--- src/rtl/bcd_convert_arbiter.sv ---
// ============================================================================
// Module   : bcd_convert_arbiter
// Brief    : Round-robin sharing of one 8-bit binary-to-BCD converter.
// Revision : 1.0
// ============================================================================
`default_nettype none

module bin2bcd (
  input  logic [7:0]  bin_i,
  output logic [11:0] bcd_o
);

  logic [19:0] w_shift;

  // Double-dabble: add 3 to any digit >= 5 before each shift.
  always_comb begin
    w_shift = {12'd0, bin_i};
    for (int k = 0; k < 8; k++) begin
      if (w_shift[11:8]  > 4'd4) w_shift[11:8]  = w_shift[11:8]  + 4'd3;
      if (w_shift[15:12] > 4'd4) w_shift[15:12] = w_shift[15:12] + 4'd3;
      if (w_shift[19:16] > 4'd4) w_shift[19:16] = w_shift[19:16] + 4'd3;
      w_shift = w_shift << 1;
    end
    bcd_o = w_shift[19:8];
  end

endmodule

module bcd_convert_arbiter #(
  parameter int NREQ = 4
) (
  input  logic                clk,
  input  logic                rst_n,
  input  logic [NREQ-1:0]     req_i,
  input  logic [8*NREQ-1:0]   bin_in_i,
  output logic [NREQ-1:0]     ack_o,
  output logic [NREQ-1:0]     done_o,
  output logic [11:0]         bcd_out_o,
  output logic [2:0]          grant_id_o,
  output logic                busy_o
);

  localparam logic [1:0] S_IDLE = 2'd0;
  localparam logic [1:0] S_LOAD = 2'd1;
  localparam logic [1:0] S_DONE = 2'd2;

  logic [1:0]      state_q, state_d;
  logic [2:0]      ptr_q, ptr_d;
  logic [7:0]      opnd_q, opnd_d;
  logic [NREQ-1:0] ack_q, ack_d;
  logic [NREQ-1:0] done_q, done_d;
  logic [11:0]     bcd_q, bcd_d;
  logic [2:0]      gid_q, gid_d;
  logic            busy_q, busy_d;

  logic [7:0]      w_req_pad;
  logic [63:0]     w_bin_pad;
  logic            w_found;
  logic [2:0]      w_winner;
  logic [11:0]     w_bcd;

  function automatic logic [2:0] wrap_add(input logic [2:0] base, input int unsigned off);
    logic [3:0] s;
    s = {1'b0, base} + 4'(off);
    if (s >= 4'(NREQ)) s = s - 4'(NREQ);
    return s[2:0];
  endfunction

  function automatic logic [NREQ-1:0] onehot(input logic [2:0] sel);
    logic [7:0] t;
    t = 8'd1 << sel;
    return t[NREQ-1:0];
  endfunction

  bin2bcd u_bin2bcd (
    .bin_i (opnd_q),
    .bcd_o (w_bcd)
  );

  // Padding to 8 requesters keeps 3-bit indices in range for any legal NREQ.
  assign w_req_pad = 8'(req_i);
  assign w_bin_pad = 64'(bin_in_i);

  always_comb begin
    w_found  = 1'b0;
    w_winner = ptr_q;
    for (int k = 0; k < NREQ; k++) begin
      if (!w_found && w_req_pad[wrap_add(ptr_q, k)]) begin
        w_found  = 1'b1;
        w_winner = wrap_add(ptr_q, k);
      end
    end
  end

  always_ff @(posedge clk or negedge rst_n) begin
    if (!rst_n) begin
      state_q <= S_IDLE;
      ptr_q   <= 3'd0;
      opnd_q  <= 8'd0;
      ack_q   <= '0;
      done_q  <= '0;
      bcd_q   <= 12'h000;
      gid_q   <= 3'd0;
      busy_q  <= 1'b0;
    end else begin
      state_q <= state_d;
      ptr_q   <= ptr_d;
      opnd_q  <= opnd_d;
      ack_q   <= ack_d;
      done_q  <= done_d;
      bcd_q   <= bcd_d;
      gid_q   <= gid_d;
      busy_q  <= busy_d;
    end
  end

  always_comb begin
    state_d = state_q;
    case (state_q)
      S_IDLE:  if (w_found) state_d = S_LOAD;
      S_LOAD:  state_d = S_DONE;
      S_DONE:  state_d = S_IDLE;
      default: state_d = S_IDLE;
    endcase
  end

  always_comb begin
    ptr_d  = ptr_q;
    opnd_d = opnd_q;
    ack_d  = '0;
    done_d = '0;
    bcd_d  = bcd_q;
    gid_d  = gid_q;
    busy_d = (state_d != S_IDLE);
    case (state_q)
      S_IDLE: begin
        if (w_found) begin
          opnd_d = w_bin_pad[{w_winner, 3'b000} +: 8];
          gid_d  = w_winner;
          ack_d  = onehot(w_winner);
        end
      end
      S_LOAD: begin
        bcd_d  = w_bcd;
        done_d = onehot(gid_q);
      end
      S_DONE:  ptr_d = wrap_add(gid_q, 1);
      default: ;
    endcase
  end

  assign ack_o      = ack_q;
  assign done_o     = done_q;
  assign bcd_out_o  = bcd_q;
  assign grant_id_o = gid_q;
  assign busy_o     = busy_q;

endmodule

`default_nettype wire

--- config.mk ---
export PLATFORM = sky130hd
export DESIGN_NAME = bcd_convert_arbiter
export DESIGN_NICKNAME = d
export VERILOG_FILES = /design/src/rtl/bcd_convert_arbiter.sv
export SDC_FILE = /design/constraint.sdc
export NUM_CORES = 1
export LEC_CHECK = 0
export BUFFER_PORTS_ARGS = -buffer_cell sky130_fd_sc_hd__buf_2
export CAP_MARGIN = 20
export CORE_UTILIZATION = 35
export CTS_BUF_LIST = sky130_fd_sc_hd__clkbuf_4
export DETAILED_ROUTE_END_ITERATION = 12
export RECOVER_POWER = 25
export SLEW_MARGIN = 25
export SYNTH_ARGS = -nofsm -noshare
export SYNTH_HDL_FRONTEND = slang
export SYNTH_SLANG_ARGS = --single-unit
--- constraint.sdc ---
create_clock -name clk -period 5.4 [get_ports clk]
set_clock_uncertainty 0.2 [all_clocks]
set_input_delay 0.27 -clock clk [delete_from_list [all_inputs] [get_ports clk]]
set_output_delay 0.27 -clock clk [all_outputs]
set_load 0.03 [all_outputs]
; After elaboration in Yosys (flattened, before gate mapping)
; Index checks and enable logic that the tools add are counted.
[totals]
register_bits = 37
[classes]
n_addsub = 27
magnitude_cmp = 27
eq_ne = 2
n_shift = 3
n_mux = 44
n_reduce_logical = 9
[op_table]
columns = op, n
row1 = $shiftx 64x7->8, 1
row2 = $gt 4x3->1 const B, 15
row3 = $mux 4, 15
row4 = $mux 3, 15
row5 = $add 4x2->4 const B, 11
row6 = $ge 4x3->1 const B, 4
row7 = $lt 3x4->1 const B, 4
row8 = $sub 3x3->3 const B, 5
row9 = $add 3x2->3 const B, 4
row10 = $bmux 1 s3, 4
row11 = $add 3x1->4 const B, 2
row12 = $add 3x2->4 const B, 2
row13 = $mux 1, 8
row14 = $shl 1x3->4 const A, 2
row15 = $add 1x2->3 const B, 2
row16 = $gt 1x3->1 const B, 2
row17 = $pmux 2 s2, 1
row18 = $add 1x2->3 const AB, 1
row19 = $ge 3x3->1 const B, 1
row20 = $gt 1x3->1 const AB, 1
row21 = $logic_and 1x1->1, 3
row22 = $logic_not 1->1, 3
row23 = $eq 2x1->1 const B, 1
row24 = $eq 2x2->1 const B, 1
row25 = other kinds (4), 4

; Depth between registers and ports, before layout
[logic_depth]
ltp_word = 17
mapped_depth = 19
depth_no_buf = 17

; Hierarchy
; A second synthesis with hierarchy kept.
[hier_totals]
cells_unflattened = 315
hier_area_um2 = 2902.8
[by_module_without_submodules]
columns = module, instances, cells_each, area_per_inst_um2, seq_area_each_um2
row1 = bcd_convert_arbiter, 1, 198, 2063.2, 925.9
row2 = bin2bcd, 1, 117, 839.6, 0.0

; Least setup slack after synthesis
; No wires, ideal clock.
[synth_timing]
path_type = register to register
startpoint = reg opnd_q[5]
endpoint = reg bcd_q[2], in the netlist bcd_out_o[2]
setup_ps = 132
t_arrival_ps = 3629
slack_ps = 1440
path_stages_with_launch = 19
synth_period_minus_slack_ps = 3960
cell_sequence = dfrtp_1 > buf_6 > inv_1 > ha_1 > ha_1 > buf_2 > or2_1 > a221oi_1 > a31oi_1 > a32o_1 > ha_1 > a211oi_2 > a211oi_4 > xnor2_1 > clkinv_1 > ha_1 > nand2b_1 > o21ai_0 > or3b_1
[synth_via]
elab_chain_cells = 10
[synth_rtl]
columns = element, line_no
row1 = "start, declared", 49  ; logic [7:0] opnd_q, opnd_d;
row2 = "start signal, assigned", 108  ; opnd_q <= opnd_d;
row3 = $add 4x2->4 or $gt 4x3->1 (tied branches), 19  ; if (w_shift[11:8] > 4'd4) w_shift[11:8] = w_shift[11:8] + 4'd3;
row4 = $mux 4 (*), 19
row5 = $add 4x2->4 or $gt 4x3->1 (tied branches), 19
row6 = $mux 4 (*), 19
row7 = $add 4x2->4 or $gt 4x3->1 (tied branches), 19
row8 = $mux 4 (*), 19
row9 = $gt 4x3->1 or $add 4x2->4 (tied branches), 19
row10 = $mux 4 (*), 19
row11 = $add 4x2->4 or $gt 4x3->1 (tied branches), 19
row12 = $mux 4 (*), 19
row13 = "end signal, assigned", 102  ; bcd_q <= 12'h000;
row14 = "end signal, assigned", 111  ; bcd_q <= bcd_d;
row15 = "end, declared", 52  ; logic [11:0] bcd_q, bcd_d;
; Mark *: on every way between the ends. The rest lies on a longest branch, timed or not.
; A chain may end at the register's enable or synchronous reset.

; Final worst setup path
; Same ends and word-level chain as after synthesis.

==> results.rst <==
.. list-table::
   :header-rows: 1

   * - Metric
     - Value
   * - Number of unique standard cell types used by synthesis
     - 69
   * - Share of final-layout standard cells stronger than drive strength 1
     - 19.7%
   * - Max-slew violation count
     - 36
   * - Number of DRC markers after the initial detailed-route iteration
     - about 140
   * - Number of buffers inserted by port buffering
     - between 50 and 60
   * - Gate Count Post-Synth
     - 301
   * - Effective utilization at floorplan
     - approximately 37%
   * - Wire length of the first global-routing pass
     - between 10,000 and 15,000 um
   * - # Max-Cap Violations
     - 1
   * - Warning count from the yosys run
     - 0
   * - Worst setup path category
     - flop to flop
   * - Minimum clock period
     - roughly 4.8 ns
   * - TNS Setup
     - 0 ns
   * - Number of storage elements in the synthesis netlist
     - 35
   * - Antenna violation net count after detailed routing
     - 0
   * - Data arrival time of the critical path
     - ~4.8 ns
   * - Count of final hold-check violations
     - 0
   * - First-pass iteration count of the detailed router
     - 4
   * - Via count of the first global-routing pass
     - approximately 2,300
   * - Critical path endpoint category
     - flop
   * - Gr usage total
     - between 10% and 20%
   * - Number of fill cells
     - between 700 and 800
   * - Root Driver
     - sky130_fd_sc_hd__clkbuf_4
   * - Clock insertion delay at the later pin of the skew report
     - 0.35 ns
   * - # H-tree levels
     - 2
   * - Residual DRC
     - 0
   * - Worst-path clk slew
     - 0.12 ns
   * - Number of top-level pins
     - a little over 60
   * - Crit-path slowest cell
     - sky130_fd_sc_hd__dfrtp_1
   * - Detailed-route wire length
     - roughly 6500 um
   * - Sequence of cells on the critical path
     - inv_1, ha_1, inv_1, ha_1, buf_4, nor2b_1, a21oi_1, a211o_1, a32o_1, ha_1, a211oi_2, a211oi_4, xnor2_1, clkinv_1, ha_1, nand2b_1, o21ai_0, or3b_1
   * - Max clock buf depth
     - 2
   * - Crit path launch type
     - flop
   * - CTS Buf Count
     - 5
   * - X dimension of the die
     - 90.7 um
   * - Area of the placeable core
     - 0.00741 sq mm
   * - Area grow syn2layout
     - 15.6%
   * - Async set-or-reset flop fraction in the synthesized netlist
     - 100%
   * - Post-CTS setup buffer count
     - 0
   * - Number of vias in the routed layout
     - about 2,400
   * - Proportion of netlist area held by the largest area contributor
     - 31.8%
   * - Vias/cell
     - between 5 and 6
   * - Leading cell type in the layout, fill and taps excluded
     - sky130_fd_sc_hd__buf_2
   * - Cells taking the most area after synthesis
     - sky130_fd_sc_hd__dfrtp_1 32%, sky130_fd_sc_hd__mux2i_1 9.1%, sky130_fd_sc_hd__ha_1 8.6%, sky130_fd_sc_hd__nand2_1 4.6%, sky130_fd_sc_hd__inv_1 2.7%
   * - Cell type contributing the most total cell area after synthesis
     - sky130_fd_sc_hd__dfrtp_1
   * - Crit path required time
     - roughly 5.4 ns
   * - Highest fanout seen on the critical path
     - 12
   * - Aggregate global routing overflow
     - 0
   * - Stage delay of the slowest cell on the critical path
     - approximately 0.65 ns
   * - Total clock sinks
     - 35
   * - Run status
     - finished with violations
   * - Pin count of the biggest net entering global routing
     - 36
   * - Library cell appearing most often on the critical path
     - sky130_fd_sc_hd__ha_1
   * - Post-CTS resize count
     - 0
   * - Std-Cell Rows
     - 31
   * - Hold-fix buffer count after cts
     - 1
   * - Final nets
     - slightly above 400
   * - Ant. Diodes
     - 0
   * - Max Clk Rate
     - 0.210 GHz
   * - Worst hold path class
     - primary input to flop
   * - EDFF count, synth
     - 0
   * - Initial antenna violation count
     - 0
   * - Slew at the pin with the worst max-slew slack
     - 1.95 ns
   * - Main synth FF type
     - sky130_fd_sc_hd__dfrtp_1
   * - Sequential share of the synthesized area
     - between 30% and 40%
   * - Max-slew headroom
     - -30.0%
   * - Top library cells by usage in the layout, fill and taps aside
     - 42 x sky130_fd_sc_hd__buf_2, 35 x sky130_fd_sc_hd__dfrtp_1, 34 x sky130_fd_sc_hd__nand2_1
   * - Clock tree from TritonCTS
     - yes
   * - Portion of the clock cycle consumed by the worst path in the final layout
     - about nine tenths
   * - RD Place Congestion
     - approximately 0.89
   * - Area of the mapped netlist
     - approximately 0.0028 sq mm
   * - RSZ-0062 raised after global routing
     - false
   * - Die Height
     - between 90 and 100 um
   * - DPL Wire Length
     - 4800 um
   * - Setup violation total in the final timing report
     - 0
   * - Total die area
     - 0.00822 sq mm
   * - Failing checks
     - capacitance limit, slew limit
   * - Post-Synthesis Mean Instance Area
     - between 9 and 10 sq um
   * - Per-cell routed wire length
     - roughly 14 um
flip-flops by register name (all words and copies together), names as in the netlist:
name        flops
busy_o          1
opnd_q          8
grant_id_o      3
ack_o           4
state_q         2
ptr_q           3
bcd_out_o      10
done_o          4
cell type report:
type                            count  area, sq um  share of cell area (%)
Clock buffer                        6         45.0                    1.42
Clock inverter                      2         60.1                    1.89
Multi-Input combinational cell    225         1700                    53.4
Inverter                           21         78.8                    2.48
Timing Repair Buffer               62          299                    9.39
Sequential cell                    35          876                    27.5
Tap cell                           99          124                    3.89
cell usage after synthesis, types with 2 or more instances:
master and number:
sky130_fd_sc_hd__o221ai_1 8, sky130_fd_sc_hd__clkbuf_1 10, sky130_fd_sc_hd__dfrtp_1 35, sky130_fd_sc_hd__o2111ai_1 4
sky130_fd_sc_hd__nand3_1 5, sky130_fd_sc_hd__ha_1 19, sky130_fd_sc_hd__and2_1 2, sky130_fd_sc_hd__o21a_1 2
sky130_fd_sc_hd__or3_1 2, sky130_fd_sc_hd__o21bai_1 3, sky130_fd_sc_hd__or2_1 2, sky130_fd_sc_hd__o22a_1 2
sky130_fd_sc_hd__nor2_1 15, sky130_fd_sc_hd__a22oi_1 2, sky130_fd_sc_hd__mux2_2 3, sky130_fd_sc_hd__buf_2 6
sky130_fd_sc_hd__a221oi_1 2, sky130_fd_sc_hd__and3_1 4, sky130_fd_sc_hd__a21oi_1 12, sky130_fd_sc_hd__o21ai_1 2
sky130_fd_sc_hd__a32oi_1 3, sky130_fd_sc_hd__a211o_1 2, sky130_fd_sc_hd__mux2i_1 25, sky130_fd_sc_hd__nand2_1 34
sky130_fd_sc_hd__xnor2_1 5, sky130_fd_sc_hd__o31a_1 2, sky130_fd_sc_hd__buf_4 2, sky130_fd_sc_hd__nor3_1 4
sky130_fd_sc_hd__nand2b_1 7, sky130_fd_sc_hd__buf_6 2, sky130_fd_sc_hd__inv_1 20, sky130_fd_sc_hd__xor2_1 2
sky130_fd_sc_hd__o21ai_0 14, sky130_fd_sc_hd__o31ai_1 2, sky130_fd_sc_hd__nor2b_1 3
critical path: cells and delay by family (launching register included):
family | cells | cell delay, ns
flops | 1 | 0.65
compound gates | 6 | 1.10
fa+ha+maj | 4 | 0.92
buf+inv | 4 | 0.54
simple gates | 3 | 0.97
xor+xnor | 1 | 0.26
stage by stage:
stage / utilization, % / std cells / area [sq um] / hold WS [ns] / setup slack, ns
after CTS: 43.3 / 450 / 3200 / 0.0234 / 0.677
after global placement: 41.7 / 441 / 3090 / 0.214 / 0.885
after detailed placement: 41.7 / 441 / 3090 / 0.216 / 0.706
after floorplan: - / 302 / 2760 / -0.226 / 1.44
after global routing: 43.0 / 450 / 3180 / 0.0280 / 0.205
final: 43.0 / 450 / 3180 / 0.0389 / 0.631
cell families after synthesis:
group                      Yosys count  synth area share, %
other                                1                0.136
adders and majority gates           19                 8.64
and+or+nand+nor                     87                 15.4
muxes                               31                 12.2
AOI/OAI and AO/OA                   78                 21.8
buffers and inverters               42                 6.82
DFF                                 35                 31.8
xor gates and xnor gates             8                 3.23
path summary, 6_finish.rpt:
path,start,end,slack (ns),depth (start not counted)
setup / recovery,opnd_q[5],bcd_out_o[2],0.63,18
hold / removal,bin_in_i[27],opnd_q[3],0.04,3
setup reg to reg,opnd_q[5],bcd_out_o[2],0.63,18
hold reg to reg,bcd_out_o[9],bcd_out_o[9],0.27,2
max in group asynchronous,rst_n,done_o[3],3.08,2
min in group asynchronous,rst_n,busy_o,0.79,2
routing by layer:
layer	GRT usage, %	share of wire (%)
met2	27.9	47
met3	3.45	4.2
met5	0	0
met1	20.6	46
met4	6.59	2.5
Power is left out: the tool's default activity adds up to more than one toggle a clock period on the data nets, which glitch-free logic cannot reach.
